### src/rtl/pulse_capture_pkg.sv
// Shared types for the pulse capture block: FSM state encoding and the result record.
package pulse_capture_pkg;

  typedef enum logic {
    StIdle,
    StHigh
  } state_e;

  // Widest supported fields; instances use the low TS_WIDTH / LEN_WIDTH bits.
  localparam int unsigned TsMaxWidth  = 64;
  localparam int unsigned LenMaxWidth = 32;

  typedef struct packed {
    logic [TsMaxWidth-1:0]  ts;
    logic [LenMaxWidth-1:0] len;
  } result_t;

endpackage

### src/rtl/pulse_fifo.sv
// Synchronous first-word-fall-through FIFO; a push into a full FIFO is accepted
// only when a pop happens in the same cycle.
module pulse_fifo #(
  parameter int unsigned Width = 8,
  parameter int unsigned Depth = 4
) (
  input  logic             clk,
  input  logic             reset,
  input  logic             push,
  input  logic [Width-1:0] wdata,
  input  logic             pop,
  output logic [Width-1:0] rdata,
  output logic             full,
  output logic             empty
);

  localparam int unsigned AddrW = $clog2(Depth);
  localparam int unsigned PtrW  = AddrW + 1;

  logic [PtrW-1:0]  wr_ptr_q, wr_ptr_d;
  logic [PtrW-1:0]  rd_ptr_q, rd_ptr_d;
  logic [Width-1:0] mem_q [Depth];
  logic             wr_en, rd_en;

  // Extra pointer bit distinguishes full from empty when the indices match.
  assign empty = (wr_ptr_q == rd_ptr_q);
  assign full  = (wr_ptr_q[AddrW] != rd_ptr_q[AddrW]) &&
                 (wr_ptr_q[AddrW-1:0] == rd_ptr_q[AddrW-1:0]);
  assign rd_en = pop && !empty;
  assign wr_en = push && (!full || rd_en);
  assign rdata = mem_q[rd_ptr_q[AddrW-1:0]];

  always_comb begin
    wr_ptr_d = wr_ptr_q;
    rd_ptr_d = rd_ptr_q;
    if (wr_en) wr_ptr_d = wr_ptr_q + PtrW'(1);
    if (rd_en) rd_ptr_d = rd_ptr_q + PtrW'(1);
  end

  always_ff @(posedge clk) begin
    if (reset) begin
      wr_ptr_q <= '0;
      rd_ptr_q <= '0;
    end else begin
      wr_ptr_q <= wr_ptr_d;
      rd_ptr_q <= rd_ptr_d;
    end
  end

  always_ff @(posedge clk) begin
    if (wr_en) mem_q[wr_ptr_q[AddrW-1:0]] <= wdata;
  end

endmodule

### src/rtl/pulse_capture.sv
// Measures high pulses on an asynchronous pin: records the rising-edge timestamp
// and length of each pulse of at least MIN_LEN cycles into a small result FIFO.
module pulse_capture
  import pulse_capture_pkg::*;
#(
  parameter int unsigned TS_WIDTH   = 24,
  parameter int unsigned LEN_WIDTH  = 16,
  parameter int unsigned MIN_LEN    = 4,
  parameter int unsigned FIFO_DEPTH = 4
) (
  input  logic                 clk,
  input  logic                 reset,
  input  logic                 pin_in,
  input  logic [TS_WIDTH-1:0]  timestamp,
  output logic                 out_valid,
  input  logic                 out_ready,
  output logic [TS_WIDTH-1:0]  out_ts,
  output logic [LEN_WIDTH-1:0] out_len,
  output logic                 overflow,
  input  logic                 overflow_clr
);

  localparam int unsigned RecW = TS_WIDTH + LEN_WIDTH;
  localparam logic [LEN_WIDTH-1:0] MinLen = LEN_WIDTH'(MIN_LEN);
  localparam logic [LEN_WIDTH-1:0] LenMax = '1;

  logic                 sync1_q, s_q;
  state_e               state_q, state_d;
  logic [TS_WIDTH-1:0]  start_ts_q, start_ts_d;
  logic [LEN_WIDTH-1:0] len_q, len_d;
  logic                 overflow_q, overflow_d;
  logic                 push, pop, drop;
  logic                 fifo_full, fifo_empty;
  logic [RecW-1:0]      fifo_rdata;
  result_t              head;
  logic                 unused_head;

  always_comb begin
    state_d    = state_q;
    start_ts_d = start_ts_q;
    len_d      = len_q;
    push       = 1'b0;
    case (state_q)
      StIdle: begin
        if (s_q) begin
          state_d    = StHigh;
          start_ts_d = timestamp;
          len_d      = LEN_WIDTH'(1);
        end
      end
      StHigh: begin
        if (s_q) begin
          if (len_q != LenMax) len_d = len_q + LEN_WIDTH'(1);
        end else begin
          state_d = StIdle;
          push    = (len_q >= MinLen);
        end
      end
      default: state_d = StIdle;
    endcase
  end

  assign pop  = out_valid && out_ready;
  // Full with a same-cycle pop still accepts the push, so no drop then.
  assign drop = push && fifo_full && !pop;

  always_comb begin
    overflow_d = overflow_q;
    if (overflow_clr) overflow_d = 1'b0;
    if (drop)         overflow_d = 1'b1;
  end

  always_ff @(posedge clk) begin
    if (reset) begin
      sync1_q    <= 1'b0;
      s_q        <= 1'b0;
      state_q    <= StIdle;
      start_ts_q <= '0;
      len_q      <= '0;
      overflow_q <= 1'b0;
    end else begin
      sync1_q    <= pin_in;
      s_q        <= sync1_q;
      state_q    <= state_d;
      start_ts_q <= start_ts_d;
      len_q      <= len_d;
      overflow_q <= overflow_d;
    end
  end

  pulse_fifo #(
    .Width (RecW),
    .Depth (FIFO_DEPTH)
  ) u_fifo (
    .clk   (clk),
    .reset (reset),
    .push  (push),
    .wdata ({start_ts_q, len_q}),
    .pop   (pop),
    .rdata (fifo_rdata),
    .full  (fifo_full),
    .empty (fifo_empty)
  );

  // Head entry is forced to zero while the FIFO is empty.
  always_comb begin
    head = '0;
    if (!fifo_empty) begin
      head.ts[TS_WIDTH-1:0]   = fifo_rdata[RecW-1:LEN_WIDTH];
      head.len[LEN_WIDTH-1:0] = fifo_rdata[LEN_WIDTH-1:0];
    end
  end

  assign unused_head = ^{head.ts, head.len};

  assign out_valid = !fifo_empty;
  assign out_ts    = head.ts[TS_WIDTH-1:0];
  assign out_len   = head.len[LEN_WIDTH-1:0];
  assign overflow  = overflow_q;

endmodule

### config.mk
export PLATFORM = sky130hd
export DESIGN_NAME = pulse_capture
export DESIGN_NICKNAME = d
export VERILOG_FILES = /design/src/rtl/pulse_capture_pkg.sv /design/src/rtl/pulse_fifo.sv /design/src/rtl/pulse_capture.sv
export SDC_FILE = /design/constraint.sdc
export NUM_CORES = 1
export LEC_CHECK = 0
export BUFFER_PORTS_ARGS = -buffer_cell sky130_fd_sc_hd__buf_2
export CORE_MARGIN = 1
export CORE_UTILIZATION = 30
export DETAILED_ROUTE_END_ITERATION = 10
export PLACE_DENSITY = 0.49
export SYNTH_ARGS = -nofsm -noshare
export SYNTH_HDL_FRONTEND = slang
export SYNTH_SLANG_ARGS = --single-unit
### constraint.sdc
create_clock -name clk -period 16 [get_ports clk]
set_input_delay 1.6 -clock clk [delete_from_list [all_inputs] [get_ports clk]]
set_output_delay 1.6 -clock clk [all_outputs]
set_load 0.02 [all_outputs]
==> summary.txt <==
Via count: 4700
Most common library cells after synthesis: edfxtp_1 (160), nand2_1 (66), dfxtp_1 (52)
Post-synth top area share: 57.3%
Cells after Synth: 538
WHS: 0.437 ns
Synth Area per Inst: 15.6 um2
Crit-path max cell delay: 0.63 ns
Slew at the pin closest to its max-slew limit: 0.822 ns
Die ar.: 28600 um2
Largest net degree at the start of global routing: 50
Met1 wire length: 7.89 mm
DR WL met3: 756 um
Power Dens Cells: 111 nW/um2
GP Congestion: 0.698
Final setup viols: 0
Hold crit path type: flip-flop to flip-flop
Worst vdd ir: 0.0000560 V
Drt wl/cell: 17.9 um
CTS Buf Count: 22
CTS tree: yes
Via-per-instance ratio: 4.68
Pre-CTS setup slack: 12.17 ns
Run status: completed
Final hold violations: 0
Final WS setup: 11.74 ns
Total number of yosys warnings: 0
I/O Buffers: 70
Top FF cell, synth: edfxtp_1
DRC Markers: 0
Root Buffer: clkbuf_16
Iter 0 DRT Violations: 374
WP data arrival: 2.66 ns
Critical-path top delay cell: buf_4
Post-synth ARST share: 0%
Met2 routed WL: 9.09 mm
GRT Residual Overflow: 0
Req. time, crit path: 14.40 ns
#FFs+latches synth: 212
Sum Neg Setup Slack: 0 ns
Global Route Usage Sum: 12.8%
Die W: 169 um
Clk_lat worst skew: 0.49 ns
Final ANT Viol Nets: 0
Core area: 27200 um2
RSZ-0062 raised after global routing: false
Row cnt: 60
Vias in the first global route: 4902
First-pass GRT wire length: 28.0 mm
Area contributors post-synth: edfxtp_1 (57%), dfxtp_1 (12%), mux4_2 (11%)
Worst slew margin: 44.9%
Syn Nets: 574
Lkg Pwr: 3.33 nW
Layout cells sized above 1: 27.1%
Worst setup SP type: flip-flop
MaxCap Viol Count: 0
Drt pass-1 iters: 4
Antenna violations before repair: 0
Clock transition at path regs: 0.06 ns
Worst Setup End Kind: output pin
Family with the most delay on the worst path: buffers and inverters
FMAX: 235 MHz
Die H: 169 um
Worst path bufs/invs: 2
Post-CTS Setup Inserts: 0
IO Pins: 71
Tot Pwr: 1.10 mW
CP Max Fanout: 30
Netlist Area Pre-Place: 8380 um2
Hpwl dp: 10.8 mm
Cts repair resizes: 0
Initial Util: 30.8%
H-tree depth: 1
Clock Sink Count: 212
Synth area leader: edfxtp_1
CP cell instances: buf_4 -> mux4_2 -> nor2b_1 -> buf_2
Synthesis-to-finish area growth: 18.0%
Synth cell types: 40
Post-synth EDFFs: 160
Critical path class: flip-flop to output pin
Max layer used: met4
N_diodes: 0
Total wire length: 18.0 mm
Final critical-path required period: 4.26 ns
Most frequent cell after synthesis: edfxtp_1
Layout fillers: 2600
Setup Skew: 0.00950 ns
Fin. max-slew vios: 0
Fin crit share: 26.6%
Part of the Yosys area used for sequential elements: 69.8%
NumNets Final: 652
CTS Hold Bufs: 0
Clock buffer depth: 3
worst register-to-register path: stages (launching register included):
cell,delay [ns]
dfxtp_1,0.57
nor4_1,0.14
and4_1,0.25
nor3_1,0.44
and2_2,0.67
buf_4,0.46
cells by family after synthesis:
family / count (synthesis) / share of synthesized area [%]
adders and majority gates: 7 / 1.05
xor gates and xnor gates: 5 / 0.523
buffers and inverters: 33 / 1.69
DFF: 212 / 69.8
AOI/OAI and AO/OA: 50 / 3.31
muxes: 53 / 12.3
and+or+nand+nor: 178 / 11.3
per-stage QoR:
stage	instance area [um2]	utilization [%]	std cells
after floorplan	8380	-	538
after global placement	9180	33.8	964
after detailed placement	9180	33.8	964
after CTS	9890	36.4	1004
after global routing	9890	36.4	1004
final	9890	36.4	1004
cell type report:
type,count,area (um2),area share (%)
clock buffers,27,621,6.28
clock inverters,13,86.3,0.873
inverters,6,22.5,0.228
multi-input cells,293,2410,24.4
flip-flops and latches,212,5850,59.1
well taps,372,465,4.71
repair buffers,81,433,4.38
where the power goes:
group | internal (mW) | switching (mW) | leakage [nW]
Combinational | 0.00558 | 0.00881 | 1.08
Clock | 0.290 | 0.202 | 0.352
Sequential | 0.589 | 0.00322 | 1.90
cells in the final DEF, fill, tap and decap left out, types with 2 or more instances in the layout:
cell type    n
mux2_2       2
clkbuf_8     3
nand2_1     66
clkbuf_16   23
or3_1        8
nand2b_1     4
dfxtp_1     50
buf_4       11
nor2b_1     45
edfxtp_1   160
and2_1       2
a211oi_1     2
or4_1        3
a21oi_1     35
clkinv_1     5
xor2_1       5
buf_2       70
o21ai_0      5
nor2_1      12
nand4_1      5
dfxtp_2      2
ha_1         7
o31ai_1      5
clkinv_2     6
and4_1       3
nand3_1      6
nand4_2      2
and2_2       3
mux4_2      40
inv_1        6
nor4_1       7
mux2i_1     11
layer usage:
metal | global-route usage (%) | vias up
li1 | - | 2201
met1 | 16.2 | 2378
met2 | 22.6 | 101
met3 | 2.22 | 20
met4 | 3.17 | 0
met5 | 0 | -
worst paths after layout:
kind              startpoint             endpoint  depth (start not counted)  slack (ns)
hold reg to reg      sync1_q                  s_q                          1        0.44
setup / recovery   flip-flop           out_ts[18]                          4       11.74
setup reg to reg    len_q[2]  u_fifo.mem_q[2][16]                          5       13.12
hold / removal       sync1_q                  s_q                          1        0.44
sequential cells by signal, summed over array words and instances (netlist names), named ones only:
register	flops
s_q	1
u_fifo.mem_q	160
state_q	1
sync1_q	1
overflow	1
len_q	16
start_ts_q	24
u_fifo.rd_ptr_q	3
u_fifo.wr_ptr_q	3
Note: power is estimated with default switching activity, not from simulation.
